$ cat src/rtl/mc_controller_if.sv
// ============================================================================
// Module   : mc_controller_if
// Purpose  : Opcode/flag inputs and control outputs of the multicycle control FSM.
// Revision : 1.0
// ============================================================================
`default_nettype none

interface mc_controller_if #(
  parameter int CNT_W = 32
);
  logic [5:0]       op;
  logic             zero;
  logic             pcen;
  logic             memwrite;
  logic             irwrite;
  logic             regwrite;
  logic             iord;
  logic             memtoreg;
  logic             regdst;
  logic             alusrca;
  logic [2:0]       alusrcb;
  logic [1:0]       pcsrc;
  logic [1:0]       aluop;
  logic             instr_done;
  logic             illegal_op;
  logic [CNT_W-1:0] retired;

  modport master (
    output op, zero,
    input  pcen, memwrite, irwrite, regwrite, iord, memtoreg, regdst,
           alusrca, alusrcb, pcsrc, aluop, instr_done, illegal_op, retired
  );

  modport slave (
    input  op, zero,
    output pcen, memwrite, irwrite, regwrite, iord, memtoreg, regdst,
           alusrca, alusrcb, pcsrc, aluop, instr_done, illegal_op, retired
  );
endinterface

`default_nettype wire

$ cat src/rtl/mc_controller.sv
// ============================================================================
// Module   : mc_controller
// Purpose  : Moore control FSM sequencing the multicycle MIPS datapath.
// Revision : 1.0
// ============================================================================
`default_nettype none

module mc_controller #(
  parameter int CNT_W = 32
) (
  input  wire logic        clk,
  input  wire logic        reset,
  mc_controller_if.slave   bus
);

  localparam logic [5:0] c_OP_LW    = 6'b100011;
  localparam logic [5:0] c_OP_SW    = 6'b101011;
  localparam logic [5:0] c_OP_RTYPE = 6'b000000;
  localparam logic [5:0] c_OP_BEQ   = 6'b000100;
  localparam logic [5:0] c_OP_ADDI  = 6'b001000;
  localparam logic [5:0] c_OP_ORI   = 6'b001101;
  localparam logic [5:0] c_OP_J     = 6'b000010;

  typedef enum logic [3:0] {
    S_FETCH   = 4'd0,
    S_DECODE  = 4'd1,
    S_MEMADR  = 4'd2,
    S_MEMRD   = 4'd3,
    S_MEMWB   = 4'd4,
    S_MEMWR   = 4'd5,
    S_EXECUTE = 4'd6,
    S_ALUWB   = 4'd7,
    S_BRANCH  = 4'd8,
    S_ADDIEX  = 4'd9,
    S_ORIEX   = 4'd10,
    S_IWB     = 4'd11,
    S_JUMP    = 4'd12
  } state_t;

  state_t           r_state;
  state_t           w_next;
  logic [CNT_W-1:0] r_retired;

  logic       w_pcwrite;
  logic       w_branch;
  logic       w_memwrite;
  logic       w_irwrite;
  logic       w_regwrite;
  logic       w_iord;
  logic       w_memtoreg;
  logic       w_regdst;
  logic       w_alusrca;
  logic [2:0] w_alusrcb;
  logic [1:0] w_pcsrc;
  logic [1:0] w_aluop;
  logic       w_instr_done;
  logic       w_illegal_op;

  always_ff @(posedge clk) begin
    if (reset) begin
      r_state <= S_FETCH;
    end else begin
      r_state <= w_next;
    end
  end

  always_comb begin
    w_next       = S_FETCH;
    w_pcwrite    = 1'b0;
    w_branch     = 1'b0;
    w_memwrite   = 1'b0;
    w_irwrite    = 1'b0;
    w_regwrite   = 1'b0;
    w_iord       = 1'b0;
    w_memtoreg   = 1'b0;
    w_regdst     = 1'b0;
    w_alusrca    = 1'b0;
    w_alusrcb    = 3'b000;
    w_pcsrc      = 2'b00;
    w_aluop      = 2'b00;
    w_instr_done = 1'b0;
    w_illegal_op = 1'b0;

    case (r_state)
      S_FETCH: begin
        w_irwrite = 1'b1;
        w_pcwrite = 1'b1;
        w_alusrcb = 3'b001;
        w_next    = S_DECODE;
      end
      S_DECODE: begin
        // Precompute the branch target into ALUOut while the opcode resolves.
        w_alusrcb = 3'b011;
        case (bus.op)
          c_OP_LW,
          c_OP_SW:    w_next = S_MEMADR;
          c_OP_RTYPE: w_next = S_EXECUTE;
          c_OP_BEQ:   w_next = S_BRANCH;
          c_OP_ADDI:  w_next = S_ADDIEX;
          c_OP_ORI:   w_next = S_ORIEX;
          c_OP_J:     w_next = S_JUMP;
          default: begin
            w_illegal_op = 1'b1;
            w_next       = S_FETCH;
          end
        endcase
      end
      S_MEMADR: begin
        w_alusrca = 1'b1;
        w_alusrcb = 3'b010;
        w_next    = (bus.op == c_OP_SW) ? S_MEMWR : S_MEMRD;
      end
      S_MEMRD: begin
        w_iord = 1'b1;
        w_next = S_MEMWB;
      end
      S_MEMWB: begin
        w_memtoreg   = 1'b1;
        w_regwrite   = 1'b1;
        w_instr_done = 1'b1;
      end
      S_MEMWR: begin
        w_iord       = 1'b1;
        w_memwrite   = 1'b1;
        w_instr_done = 1'b1;
      end
      S_EXECUTE: begin
        w_alusrca = 1'b1;
        w_aluop   = 2'b10;
        w_next    = S_ALUWB;
      end
      S_ALUWB: begin
        w_regdst     = 1'b1;
        w_regwrite   = 1'b1;
        w_instr_done = 1'b1;
      end
      S_BRANCH: begin
        w_alusrca    = 1'b1;
        w_aluop      = 2'b01;
        w_pcsrc      = 2'b01;
        w_branch     = 1'b1;
        w_instr_done = 1'b1;
      end
      S_ADDIEX: begin
        w_alusrca = 1'b1;
        w_alusrcb = 3'b010;
        w_next    = S_IWB;
      end
      S_ORIEX: begin
        w_alusrca = 1'b1;
        w_alusrcb = 3'b100;
        w_aluop   = 2'b11;
        w_next    = S_IWB;
      end
      S_IWB: begin
        w_regwrite   = 1'b1;
        w_instr_done = 1'b1;
      end
      S_JUMP: begin
        w_pcsrc      = 2'b10;
        w_pcwrite    = 1'b1;
        w_instr_done = 1'b1;
      end
      default: begin
        w_next = S_FETCH;
      end
    endcase
  end

  // Reset wins over a retiring state, so an interrupted instruction is not counted.
  always_ff @(posedge clk) begin
    if (reset) begin
      r_retired <= '0;
    end else if (w_instr_done) begin
      r_retired <= r_retired + CNT_W'(1);
    end
  end

  assign bus.pcen       = w_pcwrite | (w_branch & bus.zero);
  assign bus.memwrite   = w_memwrite;
  assign bus.irwrite    = w_irwrite;
  assign bus.regwrite   = w_regwrite;
  assign bus.iord       = w_iord;
  assign bus.memtoreg   = w_memtoreg;
  assign bus.regdst     = w_regdst;
  assign bus.alusrca    = w_alusrca;
  assign bus.alusrcb    = w_alusrcb;
  assign bus.pcsrc      = w_pcsrc;
  assign bus.aluop      = w_aluop;
  assign bus.instr_done = w_instr_done;
  assign bus.illegal_op = w_illegal_op;
  assign bus.retired    = r_retired;

endmodule

`default_nettype wire

$ cat src/flat_wrapper.sv
// flat-port wrapper written by rule: the top's interface ports become plain ports
module mc_controller_flat 
#(
  parameter int CNT_W = 32
)
  (clk, reset, bus_op, bus_zero, bus_pcen, bus_memwrite, bus_irwrite, bus_regwrite, bus_iord, bus_memtoreg, bus_regdst, bus_alusrca, bus_alusrcb, bus_pcsrc, bus_aluop, bus_instr_done, bus_illegal_op, bus_retired);
  mc_controller_if #(.CNT_W(CNT_W)) bus_i ();
  input  wire logic clk;
  input  wire logic reset;
  input wire logic [$bits(bus_i.op)-1:0] bus_op;
  input wire logic [$bits(bus_i.zero)-1:0] bus_zero;
  output wire logic [$bits(bus_i.pcen)-1:0] bus_pcen;
  output wire logic [$bits(bus_i.memwrite)-1:0] bus_memwrite;
  output wire logic [$bits(bus_i.irwrite)-1:0] bus_irwrite;
  output wire logic [$bits(bus_i.regwrite)-1:0] bus_regwrite;
  output wire logic [$bits(bus_i.iord)-1:0] bus_iord;
  output wire logic [$bits(bus_i.memtoreg)-1:0] bus_memtoreg;
  output wire logic [$bits(bus_i.regdst)-1:0] bus_regdst;
  output wire logic [$bits(bus_i.alusrca)-1:0] bus_alusrca;
  output wire logic [$bits(bus_i.alusrcb)-1:0] bus_alusrcb;
  output wire logic [$bits(bus_i.pcsrc)-1:0] bus_pcsrc;
  output wire logic [$bits(bus_i.aluop)-1:0] bus_aluop;
  output wire logic [$bits(bus_i.instr_done)-1:0] bus_instr_done;
  output wire logic [$bits(bus_i.illegal_op)-1:0] bus_illegal_op;
  output wire logic [$bits(bus_i.retired)-1:0] bus_retired;
  assign bus_i.op = bus_op;
  assign bus_i.zero = bus_zero;
  assign bus_pcen = bus_i.pcen;
  assign bus_memwrite = bus_i.memwrite;
  assign bus_irwrite = bus_i.irwrite;
  assign bus_regwrite = bus_i.regwrite;
  assign bus_iord = bus_i.iord;
  assign bus_memtoreg = bus_i.memtoreg;
  assign bus_regdst = bus_i.regdst;
  assign bus_alusrca = bus_i.alusrca;
  assign bus_alusrcb = bus_i.alusrcb;
  assign bus_pcsrc = bus_i.pcsrc;
  assign bus_aluop = bus_i.aluop;
  assign bus_instr_done = bus_i.instr_done;
  assign bus_illegal_op = bus_i.illegal_op;
  assign bus_retired = bus_i.retired;
  mc_controller #(.CNT_W(CNT_W)) u_core (.clk(clk), .reset(reset), .bus(bus_i));
endmodule
$ cat config.mk
export PLATFORM = sky130hd
export DESIGN_NAME = mc_controller_flat
export DESIGN_NICKNAME = d
export VERILOG_FILES = /design/src/rtl/mc_controller_if.sv /design/src/rtl/mc_controller.sv /design/src/flat_wrapper.sv
export SDC_FILE = /design/constraint.sdc
export NUM_CORES = 1
export LEC_CHECK = 0
export ABC_AREA = 1
export BUFFER_PORTS_ARGS = -buffer_cell sky130_fd_sc_hd__buf_2
export CORE_MARGIN = 2
export CORE_UTILIZATION = 28
export DETAILED_ROUTE_END_ITERATION = 10
export SYNTH_ARGS = -nofsm -noshare
export SYNTH_HDL_FRONTEND = slang
export SYNTH_SLANG_ARGS = --single-unit
$ cat constraint.sdc
create_clock -name clk -period 2.94 [get_ports clk]
set_clock_uncertainty 0.1 [all_clocks]
set_input_delay 0 -clock clk [delete_from_list [all_inputs] [get_ports clk]]
set_output_delay 0 -clock clk [all_outputs]
set_load 0.02 [all_outputs]
* Word-level counts from Yosys, hierarchy flattened *
Index checks and enable logic that the tools add are counted.

cells by class
  add/subtract/negate cells = 1
  equal/unequal tests = 18
  mux-type cells = 18
  bitwise logic cells = 2
  reductions and logical operators = 11

operators by type and width
  kind                   number
  $pmux 4 s6             2
  $add 32x1->32 const B  1
  $eq 4x4->1 const B     5
  $eq 4x3->1 const B     4
  $eq 6x4->1 const B     2
  $eq 6x6->1 const B     2
  $mux 1                 12
  $pmux 3 s4             1
  $reduce_or 2->1        5
  $eq 4x2->1 const B     2
  $reduce_or 7->1        1
  $eq 6x2->1 const B     1
  $eq 6x3->1 const B     1
  $logic_not 6->1        1
  $pmux 2 s3             1
  $reduce_or 6->1        1
  $reduce_or 5->1        1
  $eq 4x1->1 const B     1
  $logic_not 4->1        1
  $pmux 2 s2             1
  $mux 3                 1
  $reduce_or 3->1        1
  $and 1x1->1            1
  $or 1x1->1             1

storage, ports and cells
  flip-flop bits (word level) = 36
  input bits = 9
  logic and storage cells = 52

* Longest topological paths before layout *
Gate-level depths: netlist of run 1.

  depth in word-level cells = 4
  gate-level depth with buffers = 10
  mapped depth without buffers = 10

* Worst setup path after synthesis of run 1 *
Ideal clock, no wire load.

  path kind = flip-flop to flip-flop
  start = register u_core.r_retired[0], in the netlist u_core.bus.retired[0]
  end = register u_core.r_retired[26], in the netlist u_core.bus.retired[26]
  library setup time = 0.120 ns
  data arrival time = 1.501 ns
  slack = 1.220 ns
  cell stages (with the launch flop) = 11
  path buffers = 0
  path through = dfxtp_1 > ha_1 > nand2_1 > nor2_2 > nand2_1 > nor2_1 > nand2_1 > nand2_1 > nand2_1 > nand2_1 > a21oi_1

between the ends
  longest elaborated chain between the ends = 1

RTL lines
  item                    RTL line              text
  from (decl)             mc_controller.sv:42   logic [CNT_W-1:0] r_retired;
  from (signal assigned)  mc_controller.sv:175  r_retired <= r_retired + CNT_W'(1);
  $add 32x1->32           mc_controller.sv:175

Every way passes these cells.
A chain may end at the register's enable or synchronous reset.

* Worst setup path in the final report of run 1 *
  start = register u_core.r_state[1]
  end = output bus_instr_done

between the ends
  longest elaborated chain between the ends = 3
  elaborated cells between the ends (all ways) = 8
  those cells by class = eq/ne: 6; mux: 1; reduce/logical: 1

RTL lines
  item                                      RTL line             text
  from (decl)                               mc_controller.sv:40  state_t r_state;
  from (signal assigned)                    mc_controller.sv:63  r_state <= w_next;
  $eq 4x3->1 or $eq 4x4->1 (tied branches)  mc_controller.sv:84  case (r_state)
  $reduce_or 6->1 (no source line) *        n/a
  $mux 1 *                                  mc_controller.sv:84
  to (decl)                                 flat_wrapper.sv:23   output wire logic [$bits(bus_i.instr_done)-1:0] bus_instr_done;

Mark *: on every way between the ends. The rest lies on a longest branch, timed or not.

==> impl_metrics.json, run 1 <==
{
  "switching_share_pct": 26.1,
  "ios": 58,
  "critPathMaxStageDelay_ns": 0.89,
  "core_mm2": 0.00859,
  "rsz0062_at_grt": "false",
  "synth_warnings": 0,
  "num_antenna_cells": 0,
  "wirelength_um": 6740,
  "drtIter0Drc": 118,
  "cp_max_fo": 48,
  "clkLatencyLatePin_ns": 0.29,
  "fp.dieH_um": 97.4,
  "fmax_mhz": 396,
  "fin_cells": 595,
  "switching_power_uw": 249,
  "leakagePower_nw": 1.28,
  "htreeDepth": 2,
  "track_usage_pct": 14.4,
  "crit_slowest_cell": "nand4_2",
  "intPower_uw": 705,
  "cts_inserted_buffers": 5,
  "die_area_mm2": 0.00949,
  "cts-root-buf": "clkbuf_8",
  "power_density_mw_per_mm2": 328,
  "final.period_utilization_pct": 85.8,
  "postSynthCellCount": 429,
  "globalplace.congestion": 0.955,
  "grt_start_max_net_pins": 49,
  "grt_pass1_vias": 2520,
  "critical_path_class": "flop to primary output",
  "overflow": 0,
  "clk_path_buf_depth": 2,
  "rows": 34,
  "combPwrFrac_pct": 8.5,
  "irDropWorstVdd_mv": 0.144,
  "clock_power_share_pct": 39.8,
  "grt_pass1_wl_um": 11500,
  "hpwl_um": 5210,
  "fp.dieW_um": 97.4,
  "placed_cells": 585,
  "tns_ns": 0,
  "critical_path.top_delay_family": "simple AND/OR/NAND/NOR gates",
  "period_needed_ns": 2.52,
  "worstPathArrival_ns": 2.42,
  "seq_area_frac_synth_pct": 29.5,
  "status": "finished clean",
  "start_kind": "flop",
  "path_clk_slew_ns": 0.07,
  "drc": 0,
  "crit_buf_inv": 2,
  "firstDrtPassIters": 4,
  "seq_power_share_pct": 51.7,
  "routed-via-count": 2731,
  "via_per_inst": 4.59,
  "relSlewSlack_pct": 20.4,
  "worstPathRequired_ns": 2.84,
  "syn_avg_cell_area_um2": 5.70,
  "cts_resized": 0,
  "syn_area_mm2": 0.00244,
  "maxCapViolCount": 0,
  "ys_ff_latch": 36,
  "finalMaxSlewViolations": 0,
  "ant_nets": 0,
  "drive_gt1_share_pct": 16.0,
  "cts_tree": "done",
  "grt_antenna_before_repair": 0,
  "cts_sinks": 36,
  "hold_viol_final": 0,
  "worstPathCellList": "nand2_1 > inv_1 > o21ai_2 > nand4_2 > buf_2",
  "setup_viol": 0,
  "ys_types": 26,
  "hold_path_class": "input pin to flop",
  "worstMarginPinSlew_ns": 1.19,
  "start_util_pct": 28.4,
  "nets": 496,
  "port_buffers": 57,
  "end_kind": "primary output",
  "synth_nets": 439,
  "avgRoutedWirePerCell_um": 11.3,
  "area_delta_synth_final_pct": 19.1
}
-- synthesized netlist by cell type --
cell type | n | area share [%]
a21oi_1 | 23 | 4.7
a21oi_2 | 3 | 1.1
buf_2 | 3 | 0.61
buf_6 | 4 | 1.8
clkbuf_1 | 2 | 0.31
clkinv_1 | 1 | 0.15
dfxtp_1 | 36 | 29
ha_1 | 1 | 0.51
inv_1 | 50 | 7.7
inv_2 | 1 | 0.15
nand2_1 | 153 | 24
nand3_1 | 30 | 6.1
nand3b_1 | 1 | 0.31
nand4_1 | 11 | 2.8
nand4_2 | 1 | 0.51
nor2_1 | 81 | 12
nor2_2 | 5 | 1.3
nor2_4 | 2 | 0.92
nor3_1 | 6 | 1.2
nor3b_1 | 1 | 0.31
o2111ai_1 | 1 | 0.36
o21ai_0 | 6 | 1.2
o21ai_2 | 1 | 0.36
or2_2 | 1 | 0.26
xnor2_1 | 1 | 0.36
xor2_1 | 4 | 1.4
-- path summary, 6_finish.rpt --
path | end | slack [ns] | depth (start not counted) | from
worst max register to register | u_core.bus.retired[0] | 0.54 | 6 | u_core.r_state[1]
worst min register to register | u_core.bus.retired[31] | 0.40 | 2 | u_core.bus.retired[31]
worst min-delay path | u_core.bus.retired[19] | 0.03 | 2 | reset
worst max-delay path | bus_instr_done | 0.42 | 5 | u_core.r_state[1]
-- state kept, by name, summed over array words and instances, names as in the netlist --
name and cells:
u_core.bus.retired 32, u_core.r_state 4
-- per-stage QoR --
stage	cell area (um^2)	hold slack (ns)	util (%)	power (mW)	setup slack, ns
detailed placement	2800	0.228	32.5	0.585	0.579
finish	2910	0.0255	33.9	0.954	0.417
floorplan	2440	0.0673	-	0.562	1.22
global placement	2800	0.226	32.5	0.584	0.656
CTS	2910	0.0182	33.9	0.966	0.438
global route	2910	0.0335	33.9	0.991	0.190
-- routing by layer --
| metal | wire length (um) | vias up | GRT usage (%) |
|---|---|---|---|
| met5 | 0 | - | 0 |
| met4 | 107 | 0 | 4.17 |
| met3 | 240 | 9 | 2.66 |
| met2 | 3040 | 40 | 24.2 |
| met1 | 3350 | 1222 | 18.9 |
| li1 | - | 1460 | - |
-- cell families after synthesis --
logic type	share of synthesized area (%)
compound gates	7.73
xor+xnor	1.79
fa+ha+maj	0.512
buf+inv	10.8
flops	29.5
simple gates	49.7
-- final cells by class --
cell class	count	area (um^2)
Clock buffer	7	86.3
Clock inverter	1	7.51
Fill cell	965	5680
Inverter	52	195
Multi-Input combinational cell	332	1460
Sequential cell	36	721
Tap cell	108	135
Timing Repair Buffer	59	305
-- power by group through the flow --
stage	clock network (mW)	registers [mW]	logic, mW
2_1_floorplan	0	0.505	0.0569
3_3_place_gp	0	0.504	0.0795
3_5_place_dp	0	0.505	0.0808
4_1_cts	0.390	0.493	0.0820
5_1_grt	0.407	0.494	0.0901
6_report	0.380	0.493	0.0813
-- repair_timing --
| item | 4_1_cts | 5_1_grt |
|---|---|---|
| endpoints found under the hold margin | 1 | 0 |
| endpoints found under the setup margin | 0 | 0 |
| setup buffers | 0 | 0 |
| hold buffers | 2 | 0 |
-- layout by cell type, fill, tap and decap left out --
cell type,n
nand2_1,153
nor2_1,81
buf_2,57
inv_1,50
dfxtp_1,36
nand3_1,30
a21oi_1,23
nand4_1,11
o21ai_0,6
nor3_1,6
clkbuf_8,6
nor2_2,5
xor2_1,4
a21oi_2,3
nor2_4,2
dlygate4sd3_1,2
inv_2,1
o21ai_2,1
nand4_2,1
nand3b_1,1
or2_2,1
clkinv_1,1
nor3b_1,1
xnor2_1,1
o2111ai_1,1
ha_1,1
clkinvlp_4,1
clkbuf_1,1
(Power assumes the default switching activity.)
==> run 2: changes to the inputs <==
CAP_MARGIN = 20   (was not set)
clock period = 2.66 ns   (was 2.94 ns; I/O delays follow)
==> run 2 against run 1 <==
Effect of this change: hold slack worse by 0.0036 ns; via count is 1.5% higher; cell area rose by 0.26%; wire length rose by 2.1%; global-route usage increased by 0.18 points; first-iteration DRC count rose by 13%; sequential share of layout area decreased by 0.064 points; clock power grew 11%; clock-buffer cell count unchanged; highest routed layer unchanged.
==> impl_metrics.json, run 2 (synthesis gave the netlist of run 1 again) <==
{
  "final.period_utilization_pct": 74.8,
  "via_per_inst": 4.65,
  "rows": 34,
  "cp_max_fo": 48,
  "grt_pass1_wl_um": 11600,
  "fin_cells": 596,
  "r2r_slack_ns": 0.76,
  "grt_start_max_net_pins": 49,
  "area_delta_synth_final_pct": 19.4,
  "power_mw": 1.06,
  "num_antenna_cells": 0,
  "drive_gt1_share_pct": 16.2,
  "hold_end": "u_core.bus.retired[17]",
  "clk_path_buf_depth": 2,
  "worstPathArrival_ns": 1.89,
  "final_common_cell": "nand2_1",
  "fp.dieW_um": 97.4,
  "wirelength_um": 6880,
  "routed-via-count": 2771,
  "worstPathRequired_ns": 2.56,
  "fin_area_mm2": 0.00292,
  "grt_pass1_vias": 2536,
  "start_kind": "flop",
  "nFillCells": 944,
  "r2r_start": "u_core.bus.retired[0]",
  "die_area_mm2": 0.00949,
  "cts_resized": 0,
  "fp.dieH_um": 97.4,
  "holdBufCountCts": 2,
  "fmax_mhz": 502,
  "drc": 0,
  "cts_sinks": 36,
  "status": "finished clean",
  "irDropWorstVdd_mv": 0.172,
  "hold_viol_final": 0,
  "largest_reg_flops": 32,
  "hold_path.startpoint": "reset",
  "place_area_mm2": 0.00280,
  "min_path_cells": 2,
  "r2r_cells": 9,
  "hold_path_class": "input pin to flop",
  "track_usage_pct": 14.6,
  "fin_util_pct": 34.0,
  "tns_ns": 0,
  "avgRoutedWirePerCell_um": 11.5,
  "cts-root-buf": "clkbuf_8",
  "ant_nets": 0,
  "hpwl_um": 5300,
  "leakagePower_nw": 1.28,
  "htreeDepth": 2,
  "ff_latch_area_um2": 721,
  "grt_antenna_before_repair": 0,
  "multi_input_area_mm2": 0.00146,
  "port_buffers": 57,
  "r2r-end": "u_core.bus.retired[22]",
  "firstDrtPassIters": 5,
  "start_util_pct": 28.4,
  "overflow": 0,
  "nets": 497,
  "critical_path_class": "flop to primary output",
  "placed_cells": 586,
  "maxCapViolCount": 0,
  "worstMarginPinSlew_ns": 0.542,
  "core_mm2": 0.00859,
  "power_density_mw_per_mm2": 362,
  "relSlewSlack_pct": 63.6,
  "ios": 58,
  "period_needed_ns": 1.99,
  "postCtsSetupRepairBufs": 0,
  "path_clk_slew_ns": 0.07,
  "end_kind": "primary output",
  "finalMaxSlewViolations": 0,
  "globalplace.congestion": 0.988,
  "setup_viol": 0,
  "drtIter0Drc": 133,
  "cts_tree": "done",
  "cts_inserted_buffers": 5,
  "final_cell_mix": "153 x nand2_1, 81 x nor2_1, 57 x buf_2",
  "rsz0062_at_grt": "false",
  "clkLatencyLatePin_ns": 0.30
}
run 2: worst max path at each step:
stage                        endpoint                  start  depth (start not counted)
3_3_place_gp   u_core.bus.retired[18]  u_core.bus.retired[0]                          8
3_5_place_dp   u_core.bus.retired[26]  u_core.bus.retired[0]                         10
6_report               bus_instr_done      u_core.r_state[0]                          6
2_1_floorplan  u_core.bus.retired[26]  u_core.bus.retired[0]                         10
5_1_grt        u_core.bus.retired[26]  u_core.bus.retired[0]                          9
4_1_cts                bus_instr_done      u_core.r_state[0]                          6
run 2: routing by layer:
layer | part of all wire [%] | track usage, %
met1 | 48 | 19.6
met2 | 46 | 23.6
met3 | 4.0 | 3.09
met4 | 1.6 | 4.38
met5 | 0 | 0
run 2: layout make-up:
cell class,instances,area share [%]
Clock buffer,7,2.96
Sequential cell,36,24.7
Tap cell,108,4.63
Inverter,52,6.69
Clock inverter,1,0.257
Multi-Input combinational cell,332,50.0
Timing Repair Buffer,60,10.7
run 2: power breakdown:
group	total, mW	internal, mW	switching, mW
Clock	0.421	0.211	0.210
Combinational	0.0905	0.0272	0.0633
Sequential	0.545	0.542	0.00366
Total	1.06	0.779	0.277
run 2: through the flow:
stage               hold WS [ns]  setup slack (ns)
detailed placement         0.233             0.771
finish                    0.0219             0.670
global route              0.0335             0.492
floorplan                 0.0673             0.940
global placement           0.229             0.800
CTS                       0.0189             0.696
run 2: critical path, cell delays in order (launching register included):
cell and delay [ns]:
dfxtp_1 0.38, inv_1 0.09, nor2_1 0.18, nand2_1 0.15
nand4_2 0.11, buf_4 0.41, buf_2 0.26
==> run 3: changes to the inputs <==
clock period = 2 ns   (was 2.66 ns; I/O delays follow)
==> run 3 against run 2 <==
Effect of this change: hold slack gained 0.020 ns; sequential power increased by 33%; wire length is 0.79% higher; via count grew 1.2%; register-to-register slack worse by 0.60 ns; clock power up 56%; power grew 43%; clock-buffer cell count is 2 lower; critical path depth up 1; global-route usage rose by 0.19 points; critical path type is now flop to flop; highest routed layer unchanged.
==> impl_metrics.json, run 3 (synthesis gave the netlist of run 1 again) <==
{
  "status": "finished clean",
  "fin_util_pct": 34.6,
  "place_area_mm2": 0.00284,
  "fp.dieH_um": 97.4,
  "rsz0062_at_grt": "false",
  "globalplace.congestion": 0.971,
  "rows": 34,
  "final_cell_mix": "153 x nand2_1, 79 x nor2_1, 57 x buf_2",
  "finalMaxSlewViolations": 0,
  "critPathMaxStageDelay_ns": 0.58,
  "drive_gt1_share_pct": 17.3,
  "cts_inserted_buffers": 5,
  "hold_viol_final": 0,
  "cts_tree": "done",
  "clkLatencyLatePin_ns": 0.30,
  "final_common_cell": "nand2_1",
  "hpwl_um": 5450,
  "fmax_mhz": 544,
  "tns_ns": 0,
  "start_kind": "flop",
  "grt_pass1_wl_um": 11700,
  "multi_input_area_mm2": 0.00147,
  "nFillCells": 996,
  "end_kind": "flop",
  "r2r_slack_ns": 0.16,
  "critical_path_class": "flop to flop",
  "cts_sinks": 36,
  "placed_cells": 589,
  "r2r-end": "u_core.r_state[0]",
  "min_path_cells": 3,
  "worstPathCellList": "inv_1 > nor2_1 > nand2_1 > inv_1 > nand4_1 > dlygate4sd3_1 > a21oi_1",
  "setup_viol": 0,
  "crit_buf_inv": 3,
  "irDropWorstVdd_mv": 0.188,
  "critical_path.top_delay_family": "buffers and inverters",
  "htreeDepth": 2,
  "r2r_cells": 7,
  "maxCapViolCount": 0,
  "core_mm2": 0.00859,
  "grt_pass1_vias": 2522,
  "path_common_cell": "inv_1",
  "dp_slack_ns": 0.186,
  "final.period_utilization_pct": 92.0,
  "leakagePower_nw": 1.31,
  "drtIter0Drc": 182,
  "power_density_mw_per_mm2": 507,
  "crit_slowest_cell": "dlygate4sd3_1",
  "clk_path_buf_depth": 2,
  "avgRoutedWirePerCell_um": 11.6,
  "grt_antenna_before_repair": 0,
  "wirelength_um": 6930,
  "r2r_start": "u_core.r_state[0]",
  "nets": 500,
  "die_area_mm2": 0.00949,
  "worstPathRequired_ns": 2.13,
  "path_clk_slew_ns": 0.08,
  "hold_end": "u_core.bus.retired[15]",
  "track_usage_pct": 14.8,
  "start_util_pct": 28.4,
  "cp_max_fo": 4,
  "routed-via-count": 2804,
  "fin_cells": 599,
  "ant_nets": 0,
  "worstPathArrival_ns": 1.97,
  "period_needed_ns": 1.84,
  "hold_path_class": "input pin to flop",
  "worstMarginPinSlew_ns": 0.522,
  "drc": 0,
  "firstDrtPassIters": 4,
  "largest_reg_flops": 32,
  "ff_latch_area_um2": 721,
  "ios": 58,
  "cts-root-buf": "clkbuf_8",
  "fin_area_mm2": 0.00298,
  "grt_start_max_net_pins": 49,
  "num_antenna_cells": 0,
  "overflow": 0,
  "fin_ws_ns": 0.161,
  "fp.dieW_um": 97.4,
  "area_delta_synth_final_pct": 21.8,
  "port_buffers": 57,
  "relSlewSlack_pct": 65.0,
  "hold_path.startpoint": "reset",
  "via_per_inst": 4.68
}
run 3: worst reg2reg max path, cell delays in order (launching register included):
cell           delay [ns]
dfxtp_1              0.40
inv_1                0.09
nor2_1               0.16
nand2_1              0.12
inv_1                0.11
nand4_1              0.09
dlygate4sd3_1        0.58
a21oi_1              0.13
run 3: report_power, final:
| group | internal (mW) | leakage (nW) | switching [mW] | total [mW] |
|---|---|---|---|---|
| clock network | 0.369 | 0.0541 | 0.289 | 0.658 |
| logic | 0.0398 | 0.967 | 0.0848 | 0.125 |
| registers | 0.720 | 0.290 | 0.00482 | 0.725 |
run 3: metal layers:
metal / wire [um] / track usage, % / part of all wire [%]
met1: 3220 / 19.8 / 46
met2: 3220 / 24.4 / 46
met3: 418 / 2.88 / 6.0
met4: 78 / 3.95 / 1.1
met5: 0 / 0 / 0
run 3: cell type report:
| class | count | area share, % |
|---|---|---|
| repair buffers | 63 | 11.7 |
| clock inverters | 3 | 1.43 |
| multi-input cells | 332 | 49.2 |
| clock buffers | 5 | 2.31 |
| inverters | 52 | 6.56 |
| flip-flops and latches | 36 | 24.2 |
| well taps | 108 | 4.54 |
run 3: how the worst max path moves through the flow:
stage / startpoint / to / slack (ns) / depth (start not counted)
3_3_place_gp: u_core.bus.retired[1] / u_core.bus.retired[22] / 0.18 / 8
3_5_place_dp: u_core.bus.retired[1] / u_core.bus.retired[22] / 0.19 / 8
2_1_floorplan: u_core.bus.retired[0] / u_core.bus.retired[26] / 0.28 / 10
4_1_cts: u_core.bus.retired[1] / u_core.bus.retired[22] / 0.16 / 9
6_report: u_core.r_state[0] / u_core.r_state[0] / 0.16 / 7
5_1_grt: u_core.bus.retired[1] / u_core.bus.retired[18] / 0.01 / 9
run 3: what timing repair did:
| action | 4_1_cts | 5_1_grt |
|---|---|---|
| hold endpoints to repair | 1 | 0 |
| setup buffers | 0 | 0 |
| gates resized for setup | 0 | 2 |
| endpoints found under the setup margin | 0 | 3 |
| hold buffers | 2 | 0 |
run 3: per-stage QoR:
| step | hold slack, ns | power (mW) |
|---|---|---|
| 5_1_grt | 0.0670 | 1.58 |
| 2_1_floorplan | 0.0673 | 0.826 |
| 3_5_place_dp | 0.232 | 0.865 |
| 6_report | 0.0420 | 1.51 |
| 3_3_place_gp | 0.236 | 0.864 |
| 4_1_cts | 0.0480 | 1.52 |
